[src/rtl/lfsr_arbiter_if.sv]
// ---------------------------------------------------------------------------
// lfsr_arbiter_if
//
// Requester-side bundle of the LFSR arbiter.
//   req      : one request line per requester, held until its gnt bit pulses
//   reseed   : single-cycle request to restart the LFSR from its seed
//   gnt      : one-hot, one-cycle grant pulse
//   rnd_data : random word belonging to the grant in the same cycle
//
// Modports:
//   master : the requester side (drives req/reseed, receives gnt/rnd_data)
//   slave  : the arbiter side
// ---------------------------------------------------------------------------
interface lfsr_arbiter_if #(
    parameter int NREQ = 4
) ();
    logic [NREQ-1:0] req;
    logic            reseed;
    logic [NREQ-1:0] gnt;
    logic [15:0]     rnd_data;

    modport master (
        output req,
        output reseed,
        input  gnt,
        input  rnd_data
    );

    modport slave (
        input  req,
        input  reseed,
        output gnt,
        output rnd_data
    );
endinterface

[src/rtl/lfsr_arbiter.sv]
// ---------------------------------------------------------------------------
// lfsr_arbiter
//
// Sequences an external 16-bit LFSR and shares its output among NREQ
// requesters. For every served request the LFSR is advanced STEPS times,
// then the resulting word is handed to the winner with a one-cycle grant.
//
// Parameters:
//   NREQ  : number of requesters (2..8)
//   STEPS : LFSR shift cycles per served request (1..255)
//
// Ports:
//   clk           : system clock, rising edge
//   rst           : synchronous active-high reset
//   bus           : requester bundle (req, reseed in; gnt, rnd_data out)
//   lfsr_q        : current LFSR word
//   lfsr_max_tick : LFSR wrap indication
//   lfsr_sh_en    : registered shift enable to the LFSR
//   lfsr_rst_n    : registered active-low reset to the LFSR
//   busy          : high whenever the controller is not idle
//   wrap_cnt      : saturating count of LFSR wraps seen while shifting
//   zero_err      : sticky flag, an all-zero word was captured
//
// All outputs come straight from registers.
// ---------------------------------------------------------------------------
module lfsr_arbiter #(
    parameter int NREQ  = 4,
    parameter int STEPS = 16
) (
    input  logic                clk,
    input  logic                rst,
    lfsr_arbiter_if.slave       bus,
    input  logic [15:0]         lfsr_q,
    input  logic                lfsr_max_tick,
    output logic                lfsr_sh_en,
    output logic                lfsr_rst_n,
    output logic                busy,
    output logic [7:0]          wrap_cnt,
    output logic                zero_err
);

    localparam int              IDXW     = $clog2(NREQ);
    localparam logic [IDXW-1:0] LAST_IDX = IDXW'(NREQ - 1);
    localparam logic [IDXW:0]   NREQ_W   = (IDXW + 1)'(NREQ);
    localparam logic [7:0]      STEPS_W  = 8'(STEPS);
    localparam logic [NREQ-1:0] ONE_HOT0 = NREQ'(1);

    typedef enum logic [1:0] {
        ST_INIT,
        ST_IDLE,
        ST_SHIFT,
        ST_CAPTURE
    } state_t;

    state_t            state_reg;
    logic              init_cnt_reg;      // second INIT cycle marker
    logic [7:0]        step_cnt_reg;
    logic [IDXW-1:0]   ptr_reg;           // round-robin search start
    logic [IDXW-1:0]   winner_reg;
    logic [NREQ-1:0]   gnt_reg;
    logic [15:0]       rnd_data_reg;
    logic              sh_en_reg;
    logic              lfsr_rst_n_reg;
    logic              busy_reg;
    logic [7:0]        wrap_cnt_reg;
    logic              zero_err_reg;
    logic              max_tick_prev_reg;

    // -----------------------------------------------------------------------
    // Round-robin selection
    //
    // The requester granted in the current cycle has just been served and is
    // masked so that a requester still holding req for one more cycle cannot
    // win twice in a row.
    // -----------------------------------------------------------------------
    logic [NREQ-1:0] eligible;
    logic [NREQ-1:0] cand_elig;
    logic [IDXW:0]   cand_sum [NREQ];
    logic [IDXW-1:0] cand_idx [NREQ];
    logic            pick_valid;
    logic [IDXW-1:0] pick_idx;

    assign eligible = bus.req & ~gnt_reg;

    // Candidate gi is the requester gi positions after the pointer, modulo NREQ.
    generate
        for (genvar gi = 0; gi < NREQ; gi++) begin : g_cand
            assign cand_sum[gi]  = {1'b0, ptr_reg} + (IDXW + 1)'(gi);
            assign cand_idx[gi]  = (cand_sum[gi] >= NREQ_W)
                                 ? IDXW'(cand_sum[gi] - NREQ_W)
                                 : cand_sum[gi][IDXW-1:0];
            assign cand_elig[gi] = eligible[cand_idx[gi]];
        end
    endgenerate

    // Walk the candidates from the far end so the closest one to the pointer
    // is the last to be written and therefore wins.
    always_comb begin
        pick_valid = 1'b0;
        pick_idx   = '0;
        for (int i = NREQ - 1; i >= 0; i--) begin
            if (cand_elig[i]) begin
                pick_valid = 1'b1;
                pick_idx   = cand_idx[i];
            end
        end
    end

    logic [IDXW-1:0] ptr_after_winner;
    logic [NREQ-1:0] winner_onehot;

    assign ptr_after_winner = (winner_reg == LAST_IDX) ? '0 : winner_reg + IDXW'(1);
    assign winner_onehot    = ONE_HOT0 << winner_reg;

    // -----------------------------------------------------------------------
    // Control FSM with registered outputs
    // -----------------------------------------------------------------------
    always_ff @(posedge clk) begin
        if (rst) begin
            state_reg         <= ST_INIT;
            init_cnt_reg      <= 1'b0;
            step_cnt_reg      <= '0;
            ptr_reg           <= '0;
            winner_reg        <= '0;
            gnt_reg           <= '0;
            rnd_data_reg      <= '0;
            sh_en_reg         <= 1'b0;
            lfsr_rst_n_reg    <= 1'b0;
            busy_reg          <= 1'b1;
            wrap_cnt_reg      <= '0;
            zero_err_reg      <= 1'b0;
            max_tick_prev_reg <= 1'b0;
        end else begin
            // Wrap counting only while this block is actually shifting the
            // LFSR; a tick level that rises while idle is not a real wrap.
            max_tick_prev_reg <= lfsr_max_tick;
            if (lfsr_max_tick && !max_tick_prev_reg && sh_en_reg &&
                (wrap_cnt_reg != 8'hFF)) begin
                wrap_cnt_reg <= wrap_cnt_reg + 8'd1;
            end

            // Grant is a single-cycle pulse.
            gnt_reg <= '0;

            case (state_reg)
                ST_INIT: begin
                    // LFSR reset is held for exactly two cycles.
                    if (init_cnt_reg) begin
                        init_cnt_reg   <= 1'b0;
                        lfsr_rst_n_reg <= 1'b1;
                        busy_reg       <= 1'b0;
                        state_reg      <= ST_IDLE;
                    end else begin
                        init_cnt_reg   <= 1'b1;
                    end
                end

                ST_IDLE: begin
                    if (bus.reseed) begin
                        init_cnt_reg   <= 1'b0;
                        lfsr_rst_n_reg <= 1'b0;
                        busy_reg       <= 1'b1;
                        state_reg      <= ST_INIT;
                    end else if (pick_valid) begin
                        winner_reg     <= pick_idx;
                        step_cnt_reg   <= STEPS_W;
                        sh_en_reg      <= 1'b1;
                        busy_reg       <= 1'b1;
                        state_reg      <= ST_SHIFT;
                    end
                end

                ST_SHIFT: begin
                    // Counter value 1 marks the last enabled cycle, giving
                    // exactly STEPS cycles of sh_en.
                    if (step_cnt_reg == 8'd1) begin
                        step_cnt_reg   <= '0;
                        sh_en_reg      <= 1'b0;
                        state_reg      <= ST_CAPTURE;
                    end else begin
                        step_cnt_reg   <= step_cnt_reg - 8'd1;
                    end
                end

                ST_CAPTURE: begin
                    if (lfsr_q == 16'h0000) begin
                        // Locked-up LFSR: restart it and serve the same
                        // winner afterwards. The pointer is left alone so the
                        // winner is still first in line after re-init.
                        zero_err_reg   <= 1'b1;
                        init_cnt_reg   <= 1'b0;
                        lfsr_rst_n_reg <= 1'b0;
                        state_reg      <= ST_INIT;
                    end else begin
                        rnd_data_reg   <= lfsr_q;
                        gnt_reg        <= winner_onehot;
                        ptr_reg        <= ptr_after_winner;
                        busy_reg       <= 1'b0;
                        state_reg      <= ST_IDLE;
                    end
                end

                default: begin
                    init_cnt_reg   <= 1'b0;
                    sh_en_reg      <= 1'b0;
                    lfsr_rst_n_reg <= 1'b0;
                    busy_reg       <= 1'b1;
                    state_reg      <= ST_INIT;
                end
            endcase
        end
    end

    assign lfsr_sh_en   = sh_en_reg;
    assign lfsr_rst_n   = lfsr_rst_n_reg;
    assign busy         = busy_reg;
    assign wrap_cnt     = wrap_cnt_reg;
    assign zero_err     = zero_err_reg;
    assign bus.gnt      = gnt_reg;
    assign bus.rnd_data = rnd_data_reg;

endmodule
[src/flat_wrapper.sv]
// flat-port wrapper written by rule: the top's interface ports become plain ports
module lfsr_arbiter_flat 
#(
    parameter int NREQ  = 4,
    parameter int STEPS = 16
)
  (clk, rst, lfsr_q, lfsr_max_tick, lfsr_sh_en, lfsr_rst_n, busy, wrap_cnt, zero_err, bus_req, bus_reseed, bus_gnt, bus_rnd_data);
  lfsr_arbiter_if #(.NREQ(NREQ)) bus_i ();
  input  logic clk;
  input  logic rst;
  input  logic [15:0] lfsr_q;
  input  logic lfsr_max_tick;
  output logic lfsr_sh_en;
  output logic lfsr_rst_n;
  output logic busy;
  output logic [7:0] wrap_cnt;
  output logic zero_err;
  input wire logic [$bits(bus_i.req)-1:0] bus_req;
  input wire logic [$bits(bus_i.reseed)-1:0] bus_reseed;
  output wire logic [$bits(bus_i.gnt)-1:0] bus_gnt;
  output wire logic [$bits(bus_i.rnd_data)-1:0] bus_rnd_data;
  assign bus_i.req = bus_req;
  assign bus_i.reseed = bus_reseed;
  assign bus_gnt = bus_i.gnt;
  assign bus_rnd_data = bus_i.rnd_data;
  lfsr_arbiter #(.NREQ(NREQ), .STEPS(STEPS)) u_core (.clk(clk), .rst(rst), .bus(bus_i), .lfsr_q(lfsr_q), .lfsr_max_tick(lfsr_max_tick), .lfsr_sh_en(lfsr_sh_en), .lfsr_rst_n(lfsr_rst_n), .busy(busy), .wrap_cnt(wrap_cnt), .zero_err(zero_err));
endmodule
[config.mk]
export PLATFORM = sky130hd
export DESIGN_NAME = lfsr_arbiter_flat
export DESIGN_NICKNAME = d
export VERILOG_FILES = /design/src/rtl/lfsr_arbiter_if.sv /design/src/rtl/lfsr_arbiter.sv /design/src/flat_wrapper.sv
export SDC_FILE = /design/constraint.sdc
export NUM_CORES = 1
export LEC_CHECK = 0
export BUFFER_PORTS_ARGS = -buffer_cell sky130_fd_sc_hd__clkbuf_2
export CAP_MARGIN = 20
export CORE_MARGIN = 8
export CORE_UTILIZATION = 55
export CTS_BUF_LIST = sky130_fd_sc_hd__clkbuf_8
export DETAILED_ROUTE_END_ITERATION = 10
export PLACE_DENSITY_LB_ADDON = 0.25
export SLEW_MARGIN = 20
export SYNTH_ARGS = -nofsm -noshare
export SYNTH_HDL_FRONTEND = slang
export SYNTH_SLANG_ARGS = --single-unit
[constraint.sdc]
create_clock -name clk -period 1.97 [get_ports clk]
set_input_delay 0.0985 -clock clk [delete_from_list [all_inputs] [get_ports clk]]
set_output_delay 0.0985 -clock clk [all_outputs]
set_load 0.02 [all_outputs]
==> out/metrics.cfg, run 1 <==
[power_and_ir_drop]
power.density_nw_per_um2=732
ir_drop_v=0.000698
p_leak_nw=1.14

[synth]
syn_inst=257
synthesis.area_um2=2400
ys_seq_area_frac=0.400
yosys.area.top_type_share=0.400
synth_seq_cells=48
synth_ff_type=dfxtp_1
synth-edff-count=0
avgSynthCellArea_um2=9.34
netlist_top_cells_area=dfxtp_1 (40%), nand2b_1 (9.6%), mux2i_1 (7.9%), nor2_1 (2.2%), ha_1 (2.1%)
ys_warn_count=0
yosysTopAreaCell=dfxtp_1
synthArstFlopShare=0
synth_nets=285
synth_cell_types=54

[floorplan]
fp.dieW_um=82.1
ios=56
dieHeight_um=82.1
initial_core_util=0.563
die-area_um2=6730
fp-row-count=24
coreArea_um2=4260

[timing]
period_minus_slack_ps=1720
setup_tns_ps=0
relSlewSlack=0.500
hold_viol_final=0
report.final.slew_viol_count=0
post-route-period-util=0.872
rsz0062_at_grt=false
finalClockSkew_ps=4.74
whs_ps=40.2
tightest_slew_ps=747
setup_viol=0
fmax_mhz=582

[min_path]
worstHoldPathType=input port to register

[critical_path]
start_kind=register
crit_fanout=5
max_stage_delay_ps=410
cp_slowest_cell=dfxtp_1
critPathRequiredTime_ps=2200
worstPathCellList=inv_1 > ha_1 > nor4b_2 > buf_4 > a211o_1 > nor3_1 > o21bai_1
end_kind=register
criticalPathCategory=register to register
crit_arrival_ps=1950

[placement]
gp_congestion=0.798
place_hpwl_um=3850
placed_cells=357
port_buffers=55

[cells_and_area]
layout.nets=340
largest_register_ffs=16
diodes=0
drive_above_1_share=0.240
area_delta_synth_final_pct=16.9
fin_util=0.658
nFillCells=377
fin_cells=365

[cts]
ctsResizeCount=0
cts-root-buf=clkbuf_8
cts_tree=yes
path_clk_slew_ps=80
worstSkewPairLatency_ps=290
cts.path.max_buffers=2
numCtsBuffers=5
clock_sinks=48
holdBufCountCts=0
htree_levels=2
cts_setup_buffers=0

[global_routing]
grt_antenna_before_repair=0
grt_max_degree=26
overflow=0
grt_usage=0.161
grt_first_pass_wirelength_um=8840
grt_pass1_vias=2051

[route]
wl_per_cell_um=14.0
first_pass_iters=4
drt-initial-drc-count=148
viasPerCell=5.61
drt-total-wl_um=5120
antenna_left=0
vias=2046
drc=0

[run_status]
status=finished, final reports clean

[flow_run]
cap_violations=0

==> area by class of cell <==
class                           instances  area, um2  share of cell area
Inverter                                6       22.5             0.00803
Tap cell                               52       65.1              0.0232
Multi-Input combinational cell        190       1350               0.480
Clock buffer                            6       82.6              0.0294
Timing Repair Buffer                   61        320               0.114
Sequential cell                        48        961               0.343
Clock inverter                          2       7.51             0.00268
==> stage by stage <==
| step | setup WS [ps] | area, um2 | total power [mW] |
|---|---|---|---|
| 2_1_floorplan | 412 | 2400 | 1.38 |
| 3_3_place_gp | 345 | 2720 | 1.49 |
| 3_5_place_dp | 292 | 2720 | 1.50 |
| 4_1_cts | 260 | 2810 | 2.07 |
| 5_1_grt | 120 | 2810 | 2.16 |
| 6_report | 252 | 2810 | 2.05 |
==> final timing paths <==
check,start,endpoint,slack [ps],cells after the start
max,u_core.step_cnt_reg[1]$_SDFFE_PP0P_,u_core.step_cnt_reg[5]$_SDFFE_PP0P_,250,7
min,lfsr_max_tick,u_core.max_tick_prev_reg$_SDFF_PP0_,40,2
max reg2reg,u_core.step_cnt_reg[1]$_SDFFE_PP0P_,u_core.step_cnt_reg[5]$_SDFFE_PP0P_,250,7
min reg2reg,u_core.bus.rnd_data[11]$_SDFFE_PP0P_,u_core.bus.rnd_data[11]$_SDFFE_PP0P_,470,2
==> cell usage after synthesis (all sizes together), types with 4 or more instances <==
cell / number
nor4b: 4
nand2b: 37
inv: 6
ha: 4
nor2b: 8
o21ai: 6
clkbuf: 5
nand2: 12
a21oi: 9
nor3: 7
o21bai: 4
nor2: 14
dfxtp: 48
buf: 8
nand3: 9
mux2i: 19
nor4: 8
==> where the power goes <==
group | total (mW) | switching (mW) | internal (mW)
sequential | 1.09 | 0.0633 | 1.02
clock | 0.578 | 0.302 | 0.276
combinational | 0.389 | 0.211 | 0.178
==> layout by cell type (no fill, tap or decap), types with 4 or more instances in the layout <==
cell	instances
a21oi_1	9
buf_4	6
clkbuf_2	55
clkbuf_8	6
dfxtp_1	48
ha_1	4
inv_1	8
mux2i_1	19
nand2_1	12
nand2b_1	37
nand3_1	9
nor2_1	14
nor2b_1	8
nor3_1	6
nor4_1	8
o21ai_0	5
o21bai_1	4
==> routing by layer <==
layer | GRT usage | part of all wire | up-vias
met4 | 0.0561 | 0.014 | 0
met1 | 0.198 | 0.46 | 952
met5 | 0 | 0 | -
met2 | 0.265 | 0.47 | 44
met3 | 0.0416 | 0.053 | 8
li1 | - | - | 1042
==> cells by family (layout without fill, tap and decap cells) <==
logic type	count (synthesis)	count (layout)	share of synthesized area
AOI/OAI and AO/OA	48	48	0.156
muxes	20	20	0.0839
and+or+nand+nor	113	113	0.282
buffers and inverters	19	75	0.0386
DFF	48	48	0.400
adders and majority gates	4	4	0.0209
xor gates and xnor gates	5	5	0.0183
==> worst max-delay path, delay by kind of cell (launching register included) <==
kind	cells	cell delay, ps
AO/OA/AOI/OAI	2	450
flip-flops	1	410
AND/OR/NAND/NOR	2	350
buffers and inverters	2	250
adder cells (fa/ha/maj)	1	190
Power figures use the tool's default switching activity.
==> inputs of run 2 (changes only) <==
--- a/config.mk
+++ b/config.mk
@@ -5,11 +5,13 @@
 export SDC_FILE = /design/constraint.sdc
 export NUM_CORES = 1
 export LEC_CHECK = 0
+export ABC_AREA = 1
 export BUFFER_PORTS_ARGS = -buffer_cell sky130_fd_sc_hd__clkbuf_2
 export CAP_MARGIN = 20
 export CORE_MARGIN = 8
 export CORE_UTILIZATION = 55
 export CTS_BUF_LIST = sky130_fd_sc_hd__clkbuf_8
+export CTS_CLUSTER_SIZE = 28
 export DETAILED_ROUTE_END_ITERATION = 10
 export PLACE_DENSITY_LB_ADDON = 0.25
 export SLEW_MARGIN = 20
==> run 2 against run 1 <==
Effect of this change: global-route usage grew 0.94 points; flip-flop and latch count unchanged; clock power is 21% higher; critical path depth up 4; fmax fell by 3.4%; total power grew 33%.
==> out/metrics.cfg, run 2 <==
[synth]
yosysTopAreaCell=dfxtp_1
synthesis.area_um2=2320  ; -3.2%
syn_inst=339  ; +32%
synth_nets=367  ; +29%
synth_seq_cells=48  ; unchanged
synth_ff_type=dfxtp_1
synth-edff-count=0  ; unchanged
netlist_top_cells_area=dfxtp_1 (41%), nand2_1 (11%), nor2_1 (11%), nand3_1 (7.1%), inv_1 (5.0%)
synthTopCellsByCount=nand2_1 (68), nor2_1 (65), dfxtp_1 (48)
synth_cell_types=28  ; -48%
synthArstFlopShare=0  ; unchanged
ys_warn_count=0  ; unchanged
ys_seq_area_frac=0.414  ; +0.0134
yosys.cell_count.top_type=nand2_1
avgSynthCellArea_um2=6.85  ; -27%
yosys.area.top_type_share=0.414  ; +0.0134

[global_routing]
overflow=0  ; unchanged
grt_antenna_before_repair=0  ; unchanged
grt_pass1_vias=2172  ; +5.9%
grt_max_degree=31  ; +19%
grt_first_pass_wirelength_um=9110  ; +3.1%
grt_usage=0.170  ; +0.00938

[critical_path]
end_kind=register
start_kind=register
rr_startpoint=u_core.ptr_reg[0]$_SDFFE_PP0P_
crit_arrival_ps=1980  ; +30 ps
critPathRequiredTime_ps=2170  ; -30 ps
crit_fanout=11  ; +6
criticalPathCategory=register to register
startpoint=u_core.ptr_reg[0]$_SDFFE_PP0P_

[cts]
ctsResizeCount=0  ; unchanged
clock_sinks=48  ; unchanged
path_clk_slew_ps=90  ; about the same
htree_levels=2  ; unchanged
cts-root-buf=clkbuf_8
numCtsBuffers=5  ; unchanged
worstSkewPairLatency_ps=300  ; about the same
cts_tree=yes
cts.path.max_buffers=2  ; unchanged

[route]
viasPerCell=5.18  ; -7.6%
wl_per_cell_um=12.0  ; -14%
drt-total-wl_um=5370  ; +4.9%
vias=2316  ; +13%
antenna_left=0  ; unchanged
drc=0  ; unchanged
first_pass_iters=4  ; unchanged
drt-initial-drc-count=144  ; -2.7%

[cells_and_area]
area_delta_synth_final_pct=18.7
layout.nets=424  ; +25%
largest_register_ffs=16  ; unchanged
diodes=0  ; unchanged
fin_cells=447  ; +22%
drive_above_1_share=0.199  ; -0.0406
fin_util=0.684  ; +0.0266
layout_commonest_cell=nand2_1
final_cell_mix=nand2_1 (68), nor2_1 (65), clkbuf_2 (55)

[timing]
finalClockSkew_ps=8.55  ; +3.82 ps
relSlewSlack=0.463  ; -0.0372
report.final.slew_viol_count=0  ; unchanged
setup_slack_ps=192  ; -59.7 ps
setup_tns_ps=0  ; unchanged
tightest_slew_ps=805  ; +57.5 ps
fmax_mhz=562  ; -3.4%
hold_viol_final=0  ; unchanged
setup_viol=0  ; unchanged
rsz0062_at_grt=false
post-route-period-util=0.903  ; +0.0303
period_minus_slack_ps=1780  ; +59.7 ps

[placement]
placed_cells=438  ; +23%
gp_congestion=0.872  ; +9.3%
place_ws_ps=219  ; -73.0 ps
port_buffers=55  ; unchanged
place_hpwl_um=4050  ; +5.2%

[min_path]
hold_start=lfsr_q[3]
worstHoldPathType=input port to register

[floorplan]
fp-row-count=23  ; -4.2%
ios=56  ; unchanged
die-area_um2=6560  ; -2.6%
fp.dieW_um=81.0  ; -1.3%
coreArea_um2=4030  ; -5.5%
dieHeight_um=81.0  ; -1.3%
initial_core_util=0.576  ; +0.0136

[power_and_ir_drop]
ir_drop_v=0.000540  ; -23%
power.density_nw_per_um2=990  ; +35%
finalPower_mw=2.73  ; +33%
p_leak_nw=1.29  ; +13%

[run_status]
status=finished, final reports clean

[flow_run]
cap_violations=0  ; unchanged

==> run 2: cell count changes in the layout (fill, tap and decap cells not counted), moves of 19 or more <==
| cell | delta |
|---|---|
| inv_1 | +23 |
| nand2b_1 | -37 |
| nand3_1 | +24 |
| mux2i_1 | -19 |
| nand2_1 | +56 |
| nor2_1 | +51 |
==> run 2: worst paths after layout <==
| path | to | slack (ps) | cells past startpoint |
|---|---|---|---|
| hold reg to reg | u_core.busy$_SDFFE_PP1P_ | 460 | 2 |
| hold / removal | u_core.bus.rnd_data[3]$_SDFFE_PP0P_ | 40 | 3 |
| setup reg to reg | u_core.step_cnt_reg[4]$_SDFFE_PP0P_ | 190 | 11 |
| setup / recovery | u_core.step_cnt_reg[4]$_SDFFE_PP0P_ | 190 | 11 |
==> run 2: cells by family after synthesis <==
group / Yosys count / synth area share
XOR/XNOR: 7 / 0.0264
flip-flops: 48 / 0.414
buffers and inverters: 44 / 0.0781
adder cells (fa/ha/maj): 4 / 0.0216
AO/OA/AOI/OAI: 49 / 0.108
AND/OR/NAND/NOR: 187 / 0.352
==> run 2: area by class of cell <==
| type | count | area, um2 |
|---|---|---|
| clock buffers | 5 | 68.8 |
| clock inverters | 3 | 42.5 |
| well taps | 50 | 62.6 |
| multi-input cells | 247 | 1180 |
| inverters | 34 | 128 |
| flip-flops and latches | 48 | 961 |
| repair buffers | 60 | 315 |
| fillers | 374 | 1270 |
==> run 2: what timing repair did <==
| item | 4_1_cts | 5_1_grt |
|---|---|---|
| hold buffers | 1 | 0 |
| setup buffers | 0 | 0 |
| endpoints found under the hold margin | 1 | 0 |
| setup endpoints to repair | 0 | 0 |
==> run 2: critical path, stage by stage, from the launching register on <==
cell     delay (ps)
dfxtp_1         530
inv_2           110
nand3_1          90
nand2_1          70
nand2_1         110
nand2_2          80
nor2_4          150
nand2_2          60
nand2_2         180
nand2_1          90
o21ai_0         150
inv_1            50
==> run 2: through the flow <==
step	hold WS, ps	area, um2
after CTS	28.6	2760
after global placement	309	2640
final	41.8	2760
after floorplan	205	2320
after detailed placement	310	2640
after global routing	53.1	2760
==> run 2: where the power goes <==
part / switching, mW / total, mW / leakage (nW) / internal, mW
clock network: 0.327 / 0.702 / 0.0541 / 0.375
logic: 0.531 / 0.839 / 0.843 / 0.309
registers: 0.101 / 1.19 / 0.389 / 1.09
==> run 2: layer usage <==
metal	share of wire	vias up	GRT usage
li1	-	1202	-
met2	0.49	47	0.305
met3	0.055	4	0.0475
met4	0.0078	0	0.0589
met5	0	-	0
met1	0.45	1063	0.188
==> inputs of run 3 (changes only) <==
==> constraint.sdc (replaced) <==
create_clock -name clk -period 2.14 [get_ports clk]
set_input_delay 0.107 -clock clk [delete_from_list [all_inputs] [get_ports clk]]
set_output_delay 0.107 -clock clk [all_outputs]
set_load 0.02 [all_outputs]
==> run 3 against run 2 <==
Effect of this change: core utilization decreased by 0.53 points; critical path depth stayed put; clock power fell by 9.5%; die area did not move; sequential share of layout area grew 0.27 points; via count is 1.0% lower; critical path type unchanged; routed wire length down 2.2%; setup slack better by 190 ps; critical endpoint unchanged; register-to-register slack better by 190 ps; non-clock buffer count down 2; fmax rose by 0.86%; highest routed layer unchanged.
==> out/metrics.cfg, run 3 (synthesis gave the netlist of run 2 again) <==
[floorplan]
ios=56  ; unchanged
initial_core_util=0.576  ; unchanged
fp-row-count=23  ; unchanged
fp.dieW_um=81.0  ; unchanged
dieHeight_um=81.0  ; unchanged
die-area_um2=6560  ; unchanged
coreArea_um2=4030  ; unchanged

[critical_path]
reg2regPathDepth=11  ; unchanged
cp.depth=11  ; unchanged
criticalPathCategory=register to register
crit_fanout=11  ; unchanged
path_buf_inv=2  ; unchanged
start_kind=register
critical-path-top-delay-family=simple AND/OR/NAND/NOR gates
end_kind=register
worstPathCellList=inv_2 > nand3_1 > nand2_1 > nand2_1 > nand2_2 > nor2_4 > nand2_2 > nand2_2 > nand2_1 > o21ai_0 > inv_1
cp_slowest_cell=dfxtp_1
startpoint=u_core.ptr_reg[0]$_SDFFE_PP0P_
max_stage_delay_ps=520  ; about the same
critPathRequiredTime_ps=2330  ; +160 ps
crit_arrival_ps=1960  ; -20 ps
rr_startpoint=u_core.ptr_reg[0]$_SDFFE_PP0P_

[cells_and_area]
layout_commonest_cell=nand2_1
largest_register_ffs=16  ; unchanged
layout.nets=422  ; -0.47%
drive_above_1_share=0.195  ; -0.00406
final_cell_mix=nand2_1 (68), nor2_1 (65), clkbuf_2 (55)
sequential_cell_area_um2=961  ; unchanged
nFillCells=361  ; -3.5%
multiInputGateArea_um2=1180  ; unchanged
diodes=0  ; unchanged
area_delta_synth_final_pct=17.8

[cts]
cts_setup_buffers=0  ; unchanged
cts_tree=yes
cts.path.max_buffers=2  ; unchanged
htree_levels=2  ; unchanged
path_clk_slew_ps=90  ; about the same
numCtsBuffers=5  ; unchanged
clock_sinks=48  ; unchanged
worstSkewPairLatency_ps=300  ; about the same
ctsResizeCount=0  ; unchanged
cts-root-buf=clkbuf_8
holdBufCountCts=0  ; -1

[timing]
tightest_slew_ps=803  ; -1.37 ps
finalClockSkew_ps=5.25  ; -3.30 ps
setup_viol=0  ; unchanged
report.final.slew_viol_count=0  ; unchanged
period_minus_slack_ps=1760  ; -15.2 ps
relSlewSlack=0.464  ; +0.000914
setup_tns_ps=0  ; unchanged
post-route-period-util=0.824  ; -0.0788
whs_ps=11.6  ; -30.2 ps
hold_viol_final=0  ; unchanged
rsz0062_at_grt=false
fmax_mhz=567  ; +0.86%

[run_status]
status=finished, final reports clean

[placement]
gp_congestion=0.879  ; +0.76%
place_hpwl_um=3970  ; -2.0%
port_buffers=55  ; unchanged

[min_path]
hold_start=lfsr_max_tick
worstHoldPathType=input port to register
hold_path_depth=3  ; unchanged

[global_routing]
grt-busiest-layer=met2
grt_pass1_vias=2233  ; +2.8%
gr-usage-met3=0.0453  ; -0.00221
grt_antenna_before_repair=0  ; unchanged
grt_usage=0.170  ; +0.000418
grtUsageMet2=0.302  ; -0.00321
overflow=0  ; unchanged
grt_first_pass_wirelength_um=9220  ; +1.2%
met1_usage=0.190  ; +0.00249
grt_max_degree=31  ; unchanged

[flow_run]
cap_violations=0  ; unchanged

[power_and_ir_drop]
power.density_nw_per_um2=910  ; -8.0%
ir_drop_v=0.000570  ; +5.5%
pwr-share-comb=0.306  ; -0.002
swShare=0.349  ; -0.00225
seqPwrFrac=0.439  ; +0.004
p_clk_frac=0.255  ; -0.002
p_sw_uw=869  ; -9.3%
intPower_mw=1.62  ; -8.4%
p_leak_nw=1.28  ; -0.25%

[route]
antenna_left=0  ; unchanged
first_pass_iters=4  ; unchanged
viasPerCell=5.15  ; -0.59%
wl_per_cell_um=11.8  ; -1.8%
vias=2292  ; -1.0%
drt-total-wl_um=5250  ; -2.2%
drc=0  ; unchanged
drt-initial-drc-count=135  ; -6.3%

## run 3: cell types whose count changed in the layout (fill, tap and decap cells not counted), sizes merged
cell         change
inv              +1
clkinvlp         -1
buf              -1
dlygate4sd3      -1
## run 3: worst reg2reg max path, delay by kind of cell (launching register included)
family / cells / cell delay [ps]
compound gates: 1 / 150
simple gates: 8 / 820
buf+inv: 2 / 160
flops: 1 / 520
## run 3: cell type report
type / count / area share
multi-input cells: 247 / 0.431
flip-flops and latches: 48 / 0.351
inverters: 34 / 0.0466
repair buffers: 58 / 0.109
clock inverters: 3 / 0.0142
well taps: 50 / 0.0229
clock buffers: 5 / 0.0251
## run 3: worst paths after layout
path,to,slack [ps]
worst max-delay path,u_core.step_cnt_reg[4]$_SDFFE_PP0P_,380
worst min-delay path,u_core.max_tick_prev_reg$_SDFF_PP0_,10
worst max register to register,u_core.step_cnt_reg[4]$_SDFFE_PP0P_,380
worst min register to register,u_core.busy$_SDFFE_PP1P_,460
## run 3: metrics by stage
| step | std cells | setup slack [ps] | power (mW) | area (um2) | utilization |
|---|---|---|---|---|---|
| 2_1_floorplan | 339 | 495 | 1.69 | 2320 | - |
| 3_3_place_gp | 437 | 491 | 1.85 | 2630 | 0.652 |
| 3_5_place_dp | 437 | 408 | 1.87 | 2630 | 0.652 |
| 4_1_cts | 445 | 381 | 2.50 | 2740 | 0.679 |
| 5_1_grt | 445 | 178 | 2.67 | 2740 | 0.679 |
| 6_report | 445 | 377 | 2.49 | 2740 | 0.679 |
## run 3: routing by layer
metal / up-vias / wire length (um)
li1: 1202 / -
met1: 1040 / 2400
met2: 44 / 2510
met3: 6 / 272
met4: 0 / 65
met5: - / 0
## run 3: power by group through the flow
stage	Clock (mW)	Sequential [mW]	Combinational (mW)
after global placement	0	1.11	0.742
final	0.635	1.09	0.762
after global routing	0.677	1.11	0.887
after CTS	0.643	1.09	0.763
after floorplan	0	1.15	0.544
after detailed placement	0	1.11	0.757
